$ cat src/rtl/result_fifo_sink.sv
`default_nettype none
// ============================================================================
// Module      : result_fifo_sink
// Description : Collects {res1,res2} pairs from the arithmetic stage together
//               with their 34-bit sum into a show-ahead FIFO drained over a
//               valid/ready port. Counts pushes lost to overflow and turns
//               rising edges of the stage interrupt into a sticky flag plus
//               a one-cycle pulse.
// Revision    : 1.0 - initial release
// ============================================================================
module result_fifo_sink #(
    parameter int DEPTH = 8,
    parameter int CNT_W = 16
) (
    input  logic                     clk,
    input  logic                     rst,        // active-low, asynchronous
    input  logic                     in_valid,
    output logic                     in_ready,
    input  logic [32:0]              res1,
    input  logic [32:0]              res2,
    input  logic                     intr,
    output logic                     out_valid,
    input  logic                     out_ready,
    output logic [32:0]              out_res1,
    output logic [32:0]              out_res2,
    output logic [33:0]              out_sum,
    output logic [$clog2(DEPTH):0]   count,
    output logic [CNT_W-1:0]         drop_cnt,
    output logic                     intr_flag,
    input  logic                     intr_clr,
    output logic                     irq_pulse
);

    localparam int                 c_PTR_W    = $clog2(DEPTH);
    localparam int                 c_ENTRY_W  = 100;
    localparam logic [c_PTR_W:0]   c_FULL_CNT = DEPTH[c_PTR_W:0];

    // Entry layout: {res1[32:0], res2[32:0], sum[33:0]}
    logic [c_ENTRY_W-1:0] r_mem [DEPTH];

    logic [c_PTR_W-1:0]   r_wr_ptr;
    logic [c_PTR_W-1:0]   r_rd_ptr;
    logic [c_PTR_W:0]     r_count;
    logic [CNT_W-1:0]     r_drop_cnt;
    logic                 r_popped;     // at least one entry has left since reset
    logic                 r_intr_d;
    logic                 r_irq_pulse;
    logic                 r_intr_flag;

    logic                 w_full;
    logic                 w_empty;
    logic                 w_push;
    logic                 w_pop;
    logic                 w_drop;
    logic                 w_rise;
    logic [33:0]          w_sum;
    logic [c_PTR_W-1:0]   w_head_idx;
    logic [c_ENTRY_W-1:0] w_head;

    assign w_full  = (r_count == c_FULL_CNT);
    assign w_empty = (r_count == '0);
    // A full FIFO refuses the push even when a pop frees a slot this cycle.
    assign w_push  = in_valid & ~w_full;
    assign w_pop   = ~w_empty & out_ready;
    assign w_drop  = in_valid & w_full;
    assign w_rise  = intr & ~r_intr_d;
    assign w_sum   = {1'b0, res1} + {1'b0, res2};

    // Payload storage is deliberately left out of reset.
    always_ff @(posedge clk) begin
        if (w_push) begin
            r_mem[r_wr_ptr] <= {res1, res2, w_sum};
        end
    end

    // FIFO pointers, occupancy and overflow counter.
    always_ff @(posedge clk or negedge rst) begin
        if (!rst) begin
            r_wr_ptr   <= '0;
            r_rd_ptr   <= '0;
            r_count    <= '0;
            r_drop_cnt <= '0;
            r_popped   <= 1'b0;
        end else begin
            if (w_push) begin
                r_wr_ptr <= r_wr_ptr + 1'b1;
            end
            if (w_pop) begin
                r_rd_ptr <= r_rd_ptr + 1'b1;
                r_popped <= 1'b1;
            end
            case ({w_push, w_pop})
                2'b10:   r_count <= r_count + 1'b1;
                2'b01:   r_count <= r_count - 1'b1;
                default: r_count <= r_count;
            endcase
            if (w_drop && (r_drop_cnt != '1)) begin
                r_drop_cnt <= r_drop_cnt + 1'b1;
            end
        end
    end

    // Interrupt edge detect: registered pulse and sticky flag (set beats clear).
    always_ff @(posedge clk or negedge rst) begin
        if (!rst) begin
            r_intr_d    <= 1'b0;
            r_irq_pulse <= 1'b0;
            r_intr_flag <= 1'b0;
        end else begin
            r_intr_d    <= intr;
            r_irq_pulse <= w_rise;
            r_intr_flag <= w_rise | (r_intr_flag & ~intr_clr);
        end
    end

    // Head selection. When empty, the slot just behind the read pointer still
    // holds the last popped entry (the next write lands at the read pointer),
    // so the outputs keep showing it; before any pop they read as zero.
    always_comb begin
        w_head_idx = r_rd_ptr;
        if (w_empty) begin
            w_head_idx = r_rd_ptr - 1'b1;
        end
        w_head = r_mem[w_head_idx];
        if (w_empty && !r_popped) begin
            w_head = '0;
        end
    end

    assign out_res1  = w_head[99:67];
    assign out_res2  = w_head[66:34];
    assign out_sum   = w_head[33:0];
    assign out_valid = ~w_empty;
    assign in_ready  = ~w_full;
    assign count     = r_count;
    assign drop_cnt  = r_drop_cnt;
    assign intr_flag = r_intr_flag;
    assign irq_pulse = r_irq_pulse;

endmodule
`default_nettype wire

$ cat config.mk
export PLATFORM = sky130hd
export DESIGN_NAME = result_fifo_sink
export DESIGN_NICKNAME = d
export VERILOG_FILES = /design/src/rtl/result_fifo_sink.sv
export SDC_FILE = /design/constraint.sdc
export NUM_CORES = 1
export LEC_CHECK = 0
export BUFFER_PORTS_ARGS = -buffer_cell sky130_fd_sc_hd__buf_4
export CAP_MARGIN = 40
export CORE_UTILIZATION = 60
export CTS_BUF_LIST = sky130_fd_sc_hd__clkbuf_8
export CTS_CLUSTER_DIAMETER = 60
export DETAILED_ROUTE_END_ITERATION = 8
export PLACE_DENSITY_LB_ADDON = 0.25
export SETUP_SLACK_MARGIN = 0.3
export SLEW_MARGIN = 20
export SYNTH_ARGS = -nofsm -noshare
export SYNTH_HDL_FRONTEND = slang
export SYNTH_SLANG_ARGS = --single-unit
$ cat constraint.sdc
create_clock -name clk -period 16.4 [get_ports clk]
set_clock_uncertainty 0.05 [all_clocks]
set_input_delay 3.28 -clock clk [delete_from_list [all_inputs] [get_ports clk]]
set_output_delay 3.28 -clock clk [all_outputs]
set_load 0.1 [all_outputs]
* Word level (Yosys, flattened, before mapping)
Memories as Yosys holds them, arrays and structs flattened. Cells that the tools add are included.
Operators by class: muxes and demuxes 5, equality and inequality tests 4, bitwise operators 10, reduce and logical (&&, ||, !) cells 5, add/subtract/negate cells 7
Operators by type and width (count):
- $mux W100 | 1
- $add A33 B33 Y34 | 1
- $add A16 B1 Y16 const B | 1
- $ne A16 B16 Y1 const B | 1
- $pmux W4 S2 | 1
- $add A3 B1 Y3 const B | 2
- $and A1 B1 Y1 | 5
- $add A4 B1 Y4 const B | 1
- $eq A4 B4 Y1 const B | 1
- $logic_not A4 Y1 | 1
- $not A1 Y1 | 4
- $sub A4 B1 Y4 const B | 1
- $mux W3 | 1
- $sub A3 B1 Y3 const B | 1
- $eq A2 B1 Y1 const B | 1
- $eq A2 B2 Y1 const B | 1
- $logic_and A1 B1 Y1 | 2
- $mux W1 | 2
- $reduce_bool A2 Y1 | 1
- $logic_not A1 Y1 | 1
- $or A1 B1 Y1 | 1
Storage, ports and cells: input port bits 72, bits in registers 30, RAM bits 800, memories 1, output and inout bits 124
Memories:
- r_mem | depth 8, width 100, rd ports 1, clocked after Yosys merged registers in 0, wr ports 1, RTL line 39 | logic [c_ENTRY_W-1:0] r_mem [DEPTH];

* Longest topological paths before layout
depth in word-level cells 5, depth in mapped cells 11, mapped depth without buffers 11

* Worst setup path after synthesis
No wires, ideal clock.
path type input port to flip-flop, start point input in_valid, end point memory r_mem[0][0], enable pin, required time 15542 ps, data arrival time 12957 ps, path slack 2584 ps, stages on the path 2, path through nand2_1 -> nor4_1
Between the ends: cells in the longest elaborated chain, start to end 3
Ends and longest elaborated chain:
- start, declared | RTL line 17 | input logic in_valid,
- $and A1 B1 Y1 | RTL line 63 | assign w_push = in_valid & ~w_full;
- $mux W1 | RTL line 71 | if (w_push) begin
- $mux W1 (implied by the code) | RTL line 72 | r_mem[r_wr_ptr] <= {res1, res2, w_sum};
- end, declared | RTL line 39
No other way between the ends.

* Worst setup path in the final report
start point register r_rd_ptr[0], end point output out_res2[26]
Between the ends: cells in the longest elaborated chain, start to end 4
Ends and longest elaborated chain:
- start, declared | RTL line 42 | logic [c_PTR_W-1:0] r_rd_ptr;
- start signal, assigned | RTL line 89 | r_rd_ptr <= r_rd_ptr + 1'b1;
- $sub A3 B1 Y3 | RTL line 122 | w_head_idx = r_rd_ptr - 1'b1;
- $mux W3 (*) | RTL line 121 | if (w_empty) begin
- $mem_v2 Z8 W100 (*)
- $mux W100 (*) | RTL line 125 | if (w_empty && !r_popped) begin
- end, declared | RTL line 25 | output logic [32:0] out_res2,
Mark *: on every way between the ends. The rest lies on a longest branch, timed or not.

==> impl_summary.md <==
Route
After the first detailed-routing iteration, the DRC count stood at 2199. The detailed router placed 21.2k vias in this run. The total iterations of the first detailed-routing run is 5. For this run, design rule violations remaining after detail routing come to 0. In the routed layout, each cell is associated on average with a via count of 6.52.

In the final routed layout, each cell accounts on average for 25.6 µm. The final layout contains routed wiring with a total length of 83300 µm. The count of nets left with antenna violations once routing finished came out at 0.

Floorplanning
The floorplan has 87 rows. The core area is 0.0569 mm². The floorplan die area is 0.0590 mm². The number of placed I/O pins is 196.

The width of the die is 243 µm. The initial core utilization is 61.2%. The floorplan die height is 243 µm.

STA
In the final timing run, aggregate negative setup slack is 0 ps. The number of pins with negative max-slew slack in the final report came to 0. The share of the cycle needed by the critical path after routing is 50.0%.

The clock period could shrink to 8200 ps. The worst pin sits at a relative slew slack of 37.7%. The highest attainable clock frequency is 122 MHz. In the post-route analysis, the smallest setup slack over all paths is 8200 ps. Setup repair after global routing left no endpoint under its margin. The total count of hold-check failures in the final report is 0. Setup violations remaining at the end of the flow were counted as 0. At the pin with the least slew margin, the transition time is 928 ps.

Critical path
Traced cell by cell, the critical path runs through inv_4 > ha_1 > nor2_4 > nor2_4 > buf_16 > buf_4 > buf_16 > mux4_2 > nand2_1 > o21ai_1 > buf_4. Broken down by cell family, the worst path's largest delay share belongs to buffers and inverters. The startpoint identified for the worst register-to-register timing path is count[1].

The category of the worst setup path launch point is a register. The number of cells on the worst reg-to-reg path is 6. The slowest stage of the critical path is the sky130_fd_sc_hd__dfrtp_4 cell.

The maximum fanout count along the critical path is 56. STA puts the critical path data arrival time at 4870 ps. The peak per-stage delay on the critical path is 860 ps.

STA puts the critical path data required time at 13070 ps. In this run the critical register-to-register path is captured at r_mem[6][43]. The classification of the worst setup path is register to output pin. The count of buffer and inverter cells on the critical path is 5. The worst setup path is captured at an output pin. The internal reg-to-reg setup slack is 13220 ps.

Yosys
The predominant post-synthesis flop cell is sky130_fd_sc_hd__edfxtp_1. Yosys attributes the largest share of cell area to sky130_fd_sc_hd__edfxtp_1 69%, sky130_fd_sc_hd__mux4_2 6.5%, sky130_fd_sc_hd__a221oi_1 5.1%, sky130_fd_sc_hd__mux2_2 3.3%, sky130_fd_sc_hd__dfrtp_1 2.2%. The number of flops mapped to enable cells by yosys is 800. The count of yosys warnings during synthesis is 0. The mean instance size in the synthesized netlist is 16.3 µm². The cell type with the largest total area after synthesis is sky130_fd_sc_hd__edfxtp_1. Of the synthesized area, sequential elements account for 71.1%. The most common cell in the netlist is sky130_fd_sc_hd__edfxtp_1. The net count of the mapped netlist is 2256. Counting distinct cell types in the post-synthesis netlist gives 56. The share of the synthesized area in the top cell type is 68.9%.

The synthesized instance count is 2142. By count the netlist is led by 800 x sky130_fd_sc_hd__edfxtp_1, 201 x sky130_fd_sc_hd__a221oi_1, 143 x sky130_fd_sc_hd__nand2_1. In the synthesized netlist the async set-or-reset flop fraction comes to 3.61%.

Summing every instance area after synthesis gives 0.0348 mm². The register bit count reported by yosys is 830.

Clock tree
TritonCTS built the clock tree. The clock root buffer master is sky130_fd_sc_hd__clkbuf_8. The maximum number of buffers from clock root to sink is 3. At the later pin of the worst-skew pair, clock insertion delay measures 790 ps. In this run, post-CTS hold repair placed 0 buffers. The sink count of the clock tree is 830.

The total setup buffers inserted after CTS is 0. After clock tree synthesis, the clock-pin slew on the worst setup and hold paths is 60 ps. Clock tree synthesis inserted a total of 135 buffers. The post-cts gate resize count is 0. In this run the number of H-tree levels came out at 4.

Layout
Of the cells placed in the final design, the portion with a size suffix greater than 1 is 25.7%. For this run, the number of standard cells in the final layout without fillers is 3248. The final instance area is 0.0399 mm². After the last flow step, the layout net total stands at 2508. From synthesis to final layout, the design area changed by 14.6%.

Min path
For hold timing, the worst endpoint is irq_pulse. Along the worst hold path, the cell count comes to 1. The worst hold path begins at r_intr_d. The worst hold path belongs to the class register to register.

Global routing
The via count of the first global-routing pass is 21.2k. Entering global routing, the biggest net connects 95 pins. The global-route wire length before repair is 125000 µm. Global routing consumed, over all layers together, 28.3% of the routing resources. The overall overflow remaining after global route is 0. The initial antenna violation count is 1.

Place
Prior to clock tree synthesis, the placed netlist has a worst setup slack of 9100 ps. In this run the tool buffered the top-level ports with 195 buffer cells. The cell area after placement is 0.0373 mm².

Detailed placement ended at an HPWL of 50900 µm. The congestion estimate from routability-driven global placement came to 0.909. The number of cells in the design after placement is 2999.

Flow run
The count of max-cap constraint violations is 0.

Status
The flow ran to the end, and the final reports show no timing, DRC or antenna violations.
[placed cells by master, fill, tap and decap left out, types with 19 or more instances in the layout]
cell type and n:
sky130_fd_sc_hd__a21oi_1 136, sky130_fd_sc_hd__a221oi_1 201, sky130_fd_sc_hd__buf_4 228, sky130_fd_sc_hd__clkbuf_8 138
sky130_fd_sc_hd__clkinv_1 25, sky130_fd_sc_hd__dfrtp_1 29, sky130_fd_sc_hd__edfxtp_1 800, sky130_fd_sc_hd__ha_1 40
sky130_fd_sc_hd__inv_1 71, sky130_fd_sc_hd__mux2_2 102, sky130_fd_sc_hd__mux4_2 100, sky130_fd_sc_hd__nand2_1 143
sky130_fd_sc_hd__nor2_1 126, sky130_fd_sc_hd__o21ai_1 101, sky130_fd_sc_hd__xnor2_1 30, sky130_fd_sc_hd__xor2_1 19
[registers in the layout (all words and copies together), names as in the netlist]
signal,count
r_wr_ptr,3
intr_flag,1
drop_cnt,16
r_intr_d,1
r_rd_ptr,3
count,4
r_popped,1
r_mem,800
irq_pulse,1
[layer usage]
layer	part of all wire (%)	wire length (µm)	track usage [%]	up-vias
li1	-	-	-	9191
met2	49	41000	45.2	1035
met1	40	33500	38.7	10800
met3	7.8	6530	5.90	153
met4	2.7	2290	10.3	0
met5	0	0	0	-
[through the flow]
step | hold slack, ps | utilization (%)
finish | 364 | 70.1
global route | 386 | 70.1
CTS | 372 | 69.9
detailed placement | 367 | 65.5
global placement | 348 | 64.9
floorplan | 339 | -
[cell type report]
type | instances | area [µm²]
flip-flops and latches | 830 | 24800
fillers | 3629 | 17000
multi-input cells | 1149 | 9420
repair buffers | 256 | 2210
clock buffers | 138 | 1900
well taps | 756 | 946
clock inverters | 96 | 593
inverters | 22 | 85.1
diodes | 1 | 2.50
[kinds of logic (layout without fill, tap and decap cells)]
logic type | count (synthesis) | in the layout | synth area share, %
DFF | 830 | 830 | 71.1
AOI/OAI and AO/OA | 512 | 512 | 10.0
and+or+nand+nor | 343 | 343 | 4.16
muxes | 202 | 202 | 9.76
buffers and inverters | 163 | 512 | 2.17
xor gates and xnor gates | 50 | 50 | 1.26
adders and majority gates | 42 | 42 | 1.55
other | 0 | 1 | 0
[how the worst max path moves through the flow]
stage	startpoint	to	slack, ps	depth (start not counted)
3_3_place_gp	r_rd_ptr[0]	out_res1[0]	8510	9
5_1_grt	r_rd_ptr[0]	out_res1[0]	8040	11
6_report	r_rd_ptr[0]	out_res2[26]	8200	11
2_1_floorplan	in_valid	r_mem[0][0]	2580	2
4_1_cts	r_rd_ptr[0]	out_res1[0]	8210	11
3_5_place_dp	r_rd_ptr[0]	out_sum[30]	9100	9
Power is left out: the tool's default activity adds up to more than one toggle a clock period on the data nets, which glitch-free logic cannot reach.
